File: src/rtl/md6_pad_responder.sv
// Device-side Mega Drive 6-button pad model: answers the reader's SELECT line
// and drives the active-low D0..D5 data lines from joystick-ordered buttons.
module md6_pad_responder #(
  parameter int unsigned TIMEOUT_CYCLES = 72000,
  parameter bit          SIX_BUTTON     = 1'b1
) (
  input  logic        clk,
  input  logic        reset,
  input  logic [11:0] btn,
  input  logic        pad_sel,
  output logic [5:0]  pad_out,
  output logic [2:0]  phase,
  output logic        ext_active
);

  localparam int unsigned TW = (TIMEOUT_CYCLES > 2) ? $clog2(TIMEOUT_CYCLES) : 1;
  localparam logic [TW-1:0] T_LAST = TW'(TIMEOUT_CYCLES - 1);

  typedef enum logic [2:0] {
    PH_0 = 3'd0,
    PH_1 = 3'd1,
    PH_2 = 3'd2,
    PH_3 = 3'd3,
    PH_4 = 3'd4
  } phase_t;

  phase_t        state, state_nx;
  logic          sel_m, sel_s, sel_d;
  logic          fall, expire;
  logic [TW-1:0] tcnt, tcnt_inc, tcnt_nx;
  logic [5:0]    out_nx;

  logic u, d, l, r, a, b, c, x, y, z, s, m;
  assign r = btn[0];
  assign l = btn[1];
  assign d = btn[2];
  assign u = btn[3];
  assign a = btn[4];
  assign b = btn[5];
  assign c = btn[6];
  assign x = btn[7];
  assign y = btn[8];
  assign z = btn[9];
  assign s = btn[10];
  assign m = btn[11];

  always_ff @(posedge clk) begin
    if (reset) begin
      sel_m      <= 1'b1;
      sel_s      <= 1'b1;
      sel_d      <= 1'b1;
      tcnt       <= '0;
      state      <= PH_0;
      pad_out    <= '1;
      phase      <= '0;
      ext_active <= 1'b0;
    end else begin
      sel_m      <= pad_sel;
      sel_s      <= sel_m;
      sel_d      <= sel_s;
      tcnt       <= tcnt_nx;
      state      <= state_nx;
      pad_out    <= out_nx;
      phase      <= state_nx;
      ext_active <= (state_nx == PH_3) && sel_s;
    end
  end

  // Expiry is the cycle the counter reaches its last value; an edge on that
  // same cycle takes priority and restarts the count.
  always_comb begin
    fall     = sel_d & ~sel_s;
    tcnt_inc = (tcnt == T_LAST) ? tcnt : tcnt + TW'(1);
    expire   = (tcnt_inc == T_LAST);
    tcnt_nx  = tcnt_inc;
    state_nx = state;
    if (fall) begin
      tcnt_nx = '0;
      case (state)
        PH_0:    state_nx = PH_1;
        PH_1:    state_nx = PH_2;
        PH_2:    state_nx = SIX_BUTTON ? PH_3 : PH_2;
        default: state_nx = PH_4;
      endcase
    end else if (expire) begin
      state_nx = PH_0;
    end
  end

  // Output uses the next phase so a new SELECT level and its phase appear together.
  always_comb begin
    out_nx = '1;
    if (sel_s) begin
      if (state_nx == PH_3) out_nx = {~c, ~b, ~m, ~x, ~y, ~z};
      else                  out_nx = {~c, ~b, ~r, ~l, ~d, ~u};
    end else begin
      case (state_nx)
        PH_3:    out_nx = {~s, ~a, 4'b0000};
        PH_4:    out_nx = {~s, ~a, 4'b1111};
        default: out_nx = {~s, ~a, 2'b00, ~d, ~u};
      endcase
    end
  end

endmodule

File: config.mk
export PLATFORM = sky130hd
export DESIGN_NAME = md6_pad_responder
export DESIGN_NICKNAME = d
export VERILOG_FILES = /design/src/rtl/md6_pad_responder.sv
export SDC_FILE = /design/constraint.sdc
export NUM_CORES = 1
export LEC_CHECK = 0
export BUFFER_PORTS_ARGS = -buffer_cell sky130_fd_sc_hd__buf_2
export CORE_MARGIN = 2
export CORE_UTILIZATION = 42
export DETAILED_ROUTE_END_ITERATION = 8
export GPL_ROUTABILITY_DRIVEN = 0
export GPL_TIMING_DRIVEN = 0
export SETUP_SLACK_MARGIN = 0.1
export SYNTH_ARGS = -nofsm -noshare
export SYNTH_HDL_FRONTEND = slang
export SYNTH_SLANG_ARGS = --single-unit
File: constraint.sdc
create_clock -name clk -period 6.7 [get_ports clk]
set_input_delay 0.67 -clock clk [delete_from_list [all_inputs] [get_ports clk]]
set_output_delay 0.67 -clock clk [all_outputs]
set_load 0.05 [all_outputs]
# Word-level counts from Yosys, hierarchy flattened

Index checks and enable logic that the tools add are counted.
Widths: inputs -> output; s select.

Add/subtract/negate cells: 1
Equal/unequal tests: 6
Muxes and demuxes: 7
Bitwise operators: 14
Reduce and logical (&&, ||, !) cells: 3

Operator list:

| operator              | count |
|---|---|
| $eq 17x17->1 const B  | 2 |
| $add 17x1->17 const B | 1 |
| $mux 17               | 1 |
| $not 1->1             | 13 |
| $pmux 3 s3            | 1 |
| $pmux 4 s2            | 1 |
| $eq 3x2->1 const B    | 2 |
| $mux 3                | 2 |
| $mux 6                | 1 |
| $mux 4                | 1 |
| $eq 3x1->1 const B    | 1 |
| $eq 3x3->1 const B    | 1 |
| $logic_not 3->1       | 1 |
| $reduce_or 2->1       | 1 |
| $and 1x1->1           | 1 |
| $logic_and 1x1->1     | 1 |

Flip-flop bits (word level): 30
Output and inout port bits: 10
Word-level logic and storage cells: 38

# Depth between registers and ports, before layout

Gate-level depths: netlist of the first run.

Depth after elaboration: 8
Depth in mapped cells: 8
Depth with buffers taken out: 8

# Worst setup path before layout of the first run

OpenSTA, ideal clock, no wires.

Path kind: reg-to-reg
Start point: register tcnt[0]
End point: register pad_out[2]
Setup time: 0.114 ns
Arrival time: 2.003 ns
Required time: 6.586 ns
Path slack: 4.583 ns
Stages on the path, launching flop included: 9
Buffers on the path: 0
Period minus slack after synthesis: 2.117 ns
Cell sequence: dfxtp_1 > ha_1 > nand4_1 > nor3_1 > o21ai_1 > nor4_4 > nand4_1 > a211o_1 > a21o_1

Longest elaborated chain between the ends: 8

Ends and longest elaborated chain:

| element                                       | line   | source |
|---|---|---|
| start: declaration                            | 30     | `logic [TW-1:0] tcnt, tcnt_inc, tcnt_nx;` |
| start signal: assignment                      | 61     | `tcnt <= tcnt_nx;` |
| $add 17x1->17 or $eq 17x17->1 (tied branches) | 73     | `tcnt_inc = (tcnt == T_LAST) ? tcnt : tcnt + TW'(1);` |
| $mux 17 *                                     | 73     |  |
| $eq 17x17->1 *                                | 74     | `expire = (tcnt_inc == T_LAST);` |
| $mux 3 *                                      | 85     | `end else if (expire) begin` |
| $mux 3 *                                      | 77     | `if (fall) begin` |
| $eq 3x3->1 or $eq 3x2->1 (tied branches)      | 97, 94 |  |
| $pmux 4 s2 or $mux 4 (tied branches)          | 97, 94 |  |
| $mux 6 *                                      | 93     | `if (sel_s) begin` |
| end signal: assignment                        | 63     | `pad_out <= out_nx;` |
| end: declaration                              | 11     | `output logic [5:0] pad_out,` |

Mark *: on every way between the ends. The rest lies on a longest branch, timed or not.
A chain may end at the register's enable or synchronous reset.

# Worst setup path after layout of the first run

Same ends and word-level chain as after synthesis.

==> results of run 1 <==
==> layout make-up <==
class                           instances  area, um^2
Multi-Input combinational cell        147        1000
Timing Repair Buffer                   24         120
Tap cell                               48        60.1
Inverter                                1        3.75
Sequential cell                        30         601
Fill cell                             364        1770
Clock inverter                          3        40.0
Buffer                                 12        52.6
Clock buffer                            5        68.8
==> sequential cells by signal, indices dropped and copies added (netlist names) <==
signal and cells:
sel_d 1, state 3, tcnt 17, sel_m 1
pad_out 6, ext_active 1, sel_s 1
==> cell usage in the layout (no fill, tap or decap), drive strengths merged, types with 6 or more instances in the layout <==
cell type  count
dfxtp         30
buf           29
nor2          24
nand2         12
clkbuf        12
nand3          9
a21oi          8
xnor2          7
or2            7
nor2b          6
and3           6
o21ai          6
==> metrics by stage <==
stage | power (W) | instances | hold slack [ps] | worst slack [ps] | cell area [um^2]
2_1_floorplan | 0.000216 | 190 | 389 | 4580 | 1660
3_3_place_gp | 0.000227 | 262 | 400 | 4300 | 1840
3_5_place_dp | 0.000229 | 262 | 402 | 4240 | 1840
4_1_cts | 0.000408 | 270 | 422 | 4220 | 1950
5_1_grt | 0.000421 | 270 | 431 | 3990 | 1950
6_report | 0.000403 | 270 | 419 | 4220 | 1950
==> where the power goes <==
group / internal (W) / switching [W] / leakage (nW) / total (W)
sequential: 0.000183 / 0.00000404 / 0.245 / 0.000187
clock: 0.000109 / 0.0000689 / 0.0579 / 0.000178
combinational: 0.0000134 / 0.0000236 / 0.451 / 0.0000370
==> worst paths after layout <==
kind,end,slack (ps),depth (start not counted),from
setup reg to reg,pad_out[2],4220,8,tcnt[0]
setup / recovery,pad_out[2],4220,8,tcnt[0]
hold / removal,sel_s,420,1,sel_m
hold reg to reg,sel_s,420,1,sel_m
==> routing by layer <==
layer / vias up / wire, um / global-route usage [%]
li1: 742 / - / -
met1: 710 / 1640 / 21.3
met2: 21 / 1890 / 33.0
met3: 6 / 117 / 4.90
met4: 0 / 47 / 6.89
met5: - / 0 / 0
==> cell families (layout without fill, tap and decap cells) <==
kind of cell	Yosys count	in the layout	synth area share, %
AND/OR/NAND/NOR	94	94	35.2
AO/OA/AOI/OAI	37	37	16.1
flip-flops	30	30	36.2
buffers and inverters	13	45	3.39
XOR/XNOR	10	10	5.28
multiplexers	5	5	3.02
adder cells (fa/ha/maj)	1	1	0.754
==> results.toml, run 1 <==
[status]
status = "complete, no violations"

[sta]
max_freq_mhz = 403
setup_viol = 0
layout_min_cycle_time_ps = 2480
finalCritPeriodShare_pct = 37.0
finalSetupTns_ps = 0
worst_pin_slew_ps = 595
final_hold_viol_count = 0
slew_violations = 0
rsz0062_at_grt = "false"
final.setup_skew_ps = 7.92
relSlewSlack_pct = 59.8

[worst_setup_path]
end_kind = "register"
crit_type = "reg -> reg"
worst-endpoint-required_ps = 6880
path_delay_family = "simple AND/OR/NAND/NOR gates"
cp-start-kind = "register"
path_cells = "ha_1, and4_1, nand4_2, a2bb2oi_1, nor2_1, nand4_1, a211o_1, a21o_1"
cp_max_fo = 8
cpPeakStageDelay_ps = 490
critPathSlowestCell = "dfxtp_1"
crit_arrival_ps = 2660
cp_num_buf_inv = 0

[yosys]
synth_top_area_cell = "dfxtp_1"
synth_cells = 190
synth_edf_count = 0
yosys_warnings = 0
syn_nets = 206
ys_top_cells_by_count = "30 x dfxtp_1, 24 x nor2_1, 12 x nand2_1, 8 x a21oi_1, 8 x nand3_1"
synth.most_common_cell = "dfxtp_1"
ys_async_sr_fraction_pct = 0
avgSynthCellArea_um2 = 8.73
ys_seq_elements = 30
synth.distinct_cells = 57
synthFlopType = "dfxtp_1"
seq_area_frac_synth_pct = 36.2
yosysTopAreaCellShare_pct = 36.2
netlist_area_um2 = 1660
synth_area_leaders = "dfxtp_1 36%, nor2_1 5.4%, xnor2_1 3.7%"

[power_and_ir_drop]
power_leakage_nw = 0.754
ir_worst_vdd_mv = 0.0903
power.density_nw_per_um2 = 207

[global_routing]
antenna_found_initial = 0
grt_max_degree = 11
grt_first_pass_wirelength_mm = 6.31
grt_overflow_total = 0
gr-usage-all-layers_pct = 18.6
grt_pass1_vias = 1421

[floorplanning]
start_util_pct = 44.6
dieWidth_um = 66.9
die_area_um2 = 4470
io_pins = 25
rows = 22
coreArea_um2 = 3720
die_h_um = 66.9

[cells_and_area]
layout.nets = 237
drive_above_1_share_pct = 27.0
final_core_utilization_pct = 52.4
n_antenna_cell = 0
syn2layout_area_growth_pct = 17.4

[clock_tree]
numCtsBuffers = 5
clk_pin_slew_ps = 70
clkLatencyLatePin_ps = 280
cts_tree = "built"
cts_setup_buffers = 0
cts_sinks = 30
cts_hold_buffers = 0
post_cts_resized = 0
clockRootBuffer = "clkbuf_8"
clockBufferDepth = 2
htree_levels = 2

[route]
viasPerCell = 5.48
drt-pass1-iter-count = 4
wirelength_mm = 3.69
ant_nets = 0
vias = 1479
drc = 0
routedWlPerCell_um = 13.7
drtIter0Drc = 103

[placement]
numPortBuffers = 24
dp_hpwl_mm = 2.78

[worst_hold_path]
hp-class = "reg -> reg"

[run]
maxCapViolCount = 0
Note: power is estimated with default switching activity, not from simulation.
==> inputs of run 2 (changes only) <==
ABC_AREA = 1   (was not set)
clock period = 2.3 ns   (was 6.7 ns; I/O delays follow)
==> run 2 against run 1 <==
Hold slack got worse by 310 ps. Highest routed layer unchanged. Synthesized cell count is 32% higher. Final area grew 9.0%. Critical path type unchanged. First-iteration DRC count decreased by 29%. Combinational power increased to 3.3 times the previous value. Non-clock buffer count up 2. Die area down 0.57%. Utilization rose by 4.7 points. Clock skew shrank 2.2 ps. Sequential power rose to 2.9 times the previous value. Wire length grew 7.6%. Largest power group unchanged. Largest cell class unchanged.
==> results.toml, run 2 <==
[status]
status = "complete, no violations"

[worst_setup_path]
worst-endpoint-required_ps = 2460
crit_type = "reg -> reg"
crit_arrival_ps = 2450
end_kind = "register"
cp-start-kind = "register"
cp_max_fo = 6

[yosys]
ys_seq_elements = 30
ys_async_sr_fraction_pct = 0
netlist_area_um2 = 1650
synth_edf_count = 0
synth_area_leaders = "dfxtp_1 36%, nand2_1 14%, nor2_1 12%"
yosys_warnings = 0
synth_cells = 251
syn_nets = 267
ys_top_cells_by_count = "61 x nand2_1, 52 x nor2_1, 30 x dfxtp_1, 28 x inv_1, 15 x nand3_1"
synth_top_area_cell = "dfxtp_1"
avgSynthCellArea_um2 = 6.57
synth.most_common_cell = "nand2_1"
yosysTopAreaCellShare_pct = 36.4
synthFlopType = "dfxtp_1"
seq_area_frac_synth_pct = 36.4
synth.distinct_cells = 25

[floorplanning]
rows = 22
io_pins = 25
coreArea_um2 = 3720
die_h_um = 66.7
die_area_um2 = 4440
start_util_pct = 44.4
dieWidth_um = 66.7

[route]
vias = 1671
routedWlPerCell_um = 11.6
drc = 0
drtIter0Drc = 73
wirelength_mm = 3.97
drt-pass1-iter-count = 4
viasPerCell = 4.87
ant_nets = 0

[sta]
final_hold_viol_count = 0
worst_pin_slew_ps = 504
final.setup_skew_ps = 5.70
setup_viol = 0
rsz0062_at_grt = "true"
finalSetupTns_ps = 0
layout_min_cycle_time_ps = 2280
slew_violations = 0
whs_ps = 114
relSlewSlack_pct = 66.4
finalCritPeriodShare_pct = 99.2
max_freq_mhz = 438

[cells_and_area]
finalNonFillerCells = 343
top_register = "tcnt"
syn2layout_area_growth_pct = 28.8
n_antenna_cell = 0
layout_commonest_cell = "nand2_1"
final_core_utilization_pct = 57.1
layout.nets = 310
fill_cells = 390
drive_above_1_share_pct = 31.2
largest_reg_flops = 17
top_regs = "tcnt (17), pad_out (6), state (3)"
layout_common_cells = "56 x nand2_1, 46 x nor2_1, 28 x inv_1"

[global_routing]
grt_first_pass_wirelength_mm = 6.59
antenna_found_initial = 0
grt_pass1_vias = 1467
grt_overflow_total = 0
grt_max_degree = 11
gr-usage-all-layers_pct = 20.1

[placement]
dp_hpwl_mm = 2.86
placed_cells = 323
numPortBuffers = 24

[clock_tree]
cts_sinks = 30
htree_levels = 2
clockBufferDepth = 2
numCtsBuffers = 5
cts_hold_buffers = 0
cts_tree = "built"
clockRootBuffer = "clkbuf_8"
clkLatencyLatePin_ps = 290
clk_pin_slew_ps = 70

[power_and_ir_drop]
total_power_w = 0.00112
power_leakage_nw = 0.880
power.density_nw_per_um2 = 526
ir_worst_vdd_mv = 0.288

[run]
maxCapViolCount = 0

[worst_hold_path]
hp-class = "in -> reg"
run 2: changes by cell type in the layout (fill, tap and decap cells not counted), moves of 8 or more:
cell / previous run / this run
nand2_1: 12 / 56
inv_1: 1 / 28
nor2_1: 24 / 46
buf_4: 0 / 12
nor2_2: 0 / 10
dfxtp_1: 30 / 21
nand2_2: 0 / 8
run 2: where the power goes:
group | total, W | internal, W | switching [W] | leakage, nW
combinational | 0.000121 | 0.0000438 | 0.0000769 | 0.583
clock | 0.000452 | 0.000240 | 0.000212 | 0.0472
sequential | 0.000543 | 0.000534 | 0.00000921 | 0.250
run 2: cells by family (layout without fill, tap and decap cells):
family                     after synthesis  after routing  synth area share, %
and+or+nand+nor                        159            159                 43.9
buffers and inverters                   31             75                 7.06
DFF                                     30             30                 36.4
AOI/OAI and AO/OA                       25             25                 9.26
xor gates and xnor gates                 5              5                 2.66
adders and majority gates                1              1                0.759
run 2: area by class of cell:
type	count	area [um^2]	share of cell area (%)
multi-input combinational	190	1020	48.3
sequential	30	617	29.1
timing repair buffer	36	210	9.90
inverter	29	109	5.13
clock buffer	6	82.6	3.89
tap	48	60.1	2.83
clock inverter	2	12.5	0.589
buffer	2	7.51	0.354
run 2: per-stage QoR:
stage               cell area [um^2]  setup slack (ps)
CTS                             2030              86.7
finish                          2120              19.2
global route                    2120              -123
global placement                1830             -73.9
floorplan                       1650               311
detailed placement              1830             -56.5
run 2: timing repair:
| action | in CTS | in global routing |
|---|---|---|
| setup buffers | 8 | 4 |
| resized for setup | 13 | 21 |
| pin swaps | 5 | 14 |
| setup endpoints to repair | 5 | 6 |
run 2: path summary, 6_finish.rpt:
check | from | slack (ps) | cells after the start | endpoint
max | tcnt[0] | 20 | 14 | pad_out[0]
min | btn[6] | 110 | 2 | pad_out[5]
max reg2reg | tcnt[0] | 20 | 14 | pad_out[0]
min reg2reg | sel_m | 410 | 1 | sel_s
run 2: critical path, cell delays in order (launching register included):
cell and delay, ps:
dfxtp_4 360, ha_4 150, nand2_4 50, nor2_4 190, nand2_2 110, nor2_4 170, nand2_4 100, o21ai_4 90
nand3_4 110, nor2_4 110, nand3_2 90, a21oi_4 210, nor2_2 60, a21oi_2 230, nand3_1 120
run 2: layer usage:
| metal | track usage, % | routed length [um] | vias to the layer above |
|---|---|---|---|
| li1 | - | - | 877 |
| met1 | 27.6 | 1920 | 759 |
| met2 | 29.6 | 1820 | 26 |
| met3 | 4.05 | 155 | 9 |
| met4 | 9.95 | 80 | 0 |
| met5 | 0 | 0 | - |
==> inputs of run 3 (changes only) <==
PLACE_DENSITY_LB_ADDON = 0.15   (was not set)
==> run 3 against run 2 <==
Utilization grew 1.2 points. Critical endpoint is now ext_active. Clock skew grew 0.70 ps. Register-to-register slack gained 100 ps. Total power grew 6.1%. Sequential cell count is the same. Die area is the same. Worst setup slack gained 100 ps.
==> results.toml, run 3 (synthesis gave the netlist of run 2 again) <==
[status]
status = "complete, no violations"

[worst_setup_path]
cp-start-kind = "register"
cpPeakStageDelay_ps = 380
end_kind = "register"
path_cells = "ha_4, nand2_4, nor2_4, nand2_2, nor2_4, nand3_2, nand2_2, nand3_4, nor2_4, nand3_2, a21oi_4, buf_6, nand3_4, buf_4, nor3_2"
crit_arrival_ps = 2380
worst-endpoint-required_ps = 2510
cp_max_fo = 6
crit_type = "reg -> reg"
critPathSlowestCell = "dfxtp_4"
cp_common_cell = "nor2_4"

[clock_tree]
cts_tree = "built"
cts_sinks = 30
htree_levels = 2
clockBufferDepth = 2
numCtsBuffers = 5
clockRootBuffer = "clkbuf_8"
clk_pin_slew_ps = 70
clkLatencyLatePin_ps = 280

[sta]
finalCritPeriodShare_pct = 94.7
layout_min_cycle_time_ps = 2180
slew_violations = 0
whs_ps = 124
max_freq_mhz = 459
final.setup_skew_ps = 6.40
worst_slack_ps = 122
worst_pin_slew_ps = 526
final_hold_viol_count = 0
relSlewSlack_pct = 65.0
setup_viol = 0
rsz0062_at_grt = "true"
finalSetupTns_ps = 0

[power_and_ir_drop]
internal_power_w = 0.000894
ir_worst_vdd_mv = 0.428
power.density_nw_per_um2 = 546
pwr-share-seq_pct = 46.0
p_clk_share_pct = 44.0
power_leakage_nw = 0.884
switchingPower_w = 0.000290
power_switching_share_pct = 24.5
p_comb_share_pct = 10.0

[placement]
placed_cells = 323
pre_cts_ws_ps = -38.0
dp_hpwl_mm = 2.79
numPortBuffers = 24

[global_routing]
grt_overflow_total = 0
gr-usage-met3_pct = 4.73
met1_usage_pct = 25.7
antenna_found_initial = 0
gr-usage-all-layers_pct = 18.4
grt_pass1_vias = 1418
grt_max_degree = 11
met2_usage_pct = 28.1
grt_first_pass_wirelength_mm = 6.20
busiest_layer = "met2"

[floorplanning]
io_pins = 25
die_h_um = 66.7
start_util_pct = 44.4
dieWidth_um = 66.7
die_area_um2 = 4440
rows = 22
coreArea_um2 = 3720

[route]
vias = 1653
drtIter0Drc = 63
drc = 0
viasPerCell = 4.85
ant_nets = 0
drt-pass1-iter-count = 4
wirelength_mm = 3.89
routedWlPerCell_um = 11.4

[worst_hold_path]
hp-class = "in -> reg"

[cells_and_area]
finalNonFillerCells = 341
layout_commonest_cell = "nand2_1"
multi_input_area_um2 = 1070
layout.nets = 308
n_antenna_cell = 0
top_regs = "tcnt (17), pad_out (6), state (3)"
syn2layout_area_growth_pct = 31.4
fill_cells = 344
largest_reg_flops = 17
final_core_utilization_pct = 58.3
register_area_um2 = 616
layout_common_cells = "53 x nand2_1, 43 x nor2_1, 27 x inv_1"
drive_above_1_share_pct = 33.1
top_register = "tcnt"

[run]
maxCapViolCount = 0
-- run 3: metal layers --
layer / share of wire (%) / vias to the layer above
li1: - / 873
met4: 0.44 / 0
met2: 47 / 29
met3: 3.1 / 2
met1: 50 / 749
met5: 0 / -
-- run 3: critical path, delay by kind of cell (launching register included) --
family | cells | cell delay [ps]
simple gates | 11 | 1110
compound gates | 1 | 170
fa+ha+maj | 1 | 160
flops | 1 | 380
buf+inv | 2 | 270
-- run 3: stage by stage --
stage / total power, W / instance area [um^2]
detailed placement: 0.000650 / 1830
finish: 0.00118 / 2170
global route: 0.00123 / 2170
global placement: 0.000649 / 1830
CTS: 0.00117 / 2010
floorplan: 0.000620 / 1650
-- run 3: layout make-up --
class,count,area share (%)
timing repair buffer,34,9.18
inverter,29,5.02
buffer,2,0.346
sequential,30,28.4
tap,48,2.77
clock buffer,5,3.18
clock inverter,3,1.85
multi-input combinational,190,49.2
-- run 3: repair_timing --
item	4_1_cts	5_1_grt
hold buffers	0	0
setup endpoints to repair	4	6
pin swaps	4	18
setup buffers	6	4
gates resized for setup	7	39
-- run 3: power groups by stage --
stage | registers (W) | logic, W | clock network, W
final | 0.000545 | 0.000118 | 0.000521
after global routing | 0.000547 | 0.000129 | 0.000555
after CTS | 0.000545 | 0.0000973 | 0.000531
after detailed placement | 0.000554 | 0.0000952 | 0
after global placement | 0.000554 | 0.0000952 | 0
after floorplan | 0.000581 | 0.0000400 | 0
-- run 3: worst paths after layout --
path,start,end,slack [ps],cells after the start
setup / recovery,tcnt[0],ext_active,120,15
hold / removal,btn[5],pad_out[4],120,2
setup reg to reg,tcnt[0],ext_active,120,15
hold reg to reg,sel_m,sel_s,410,1
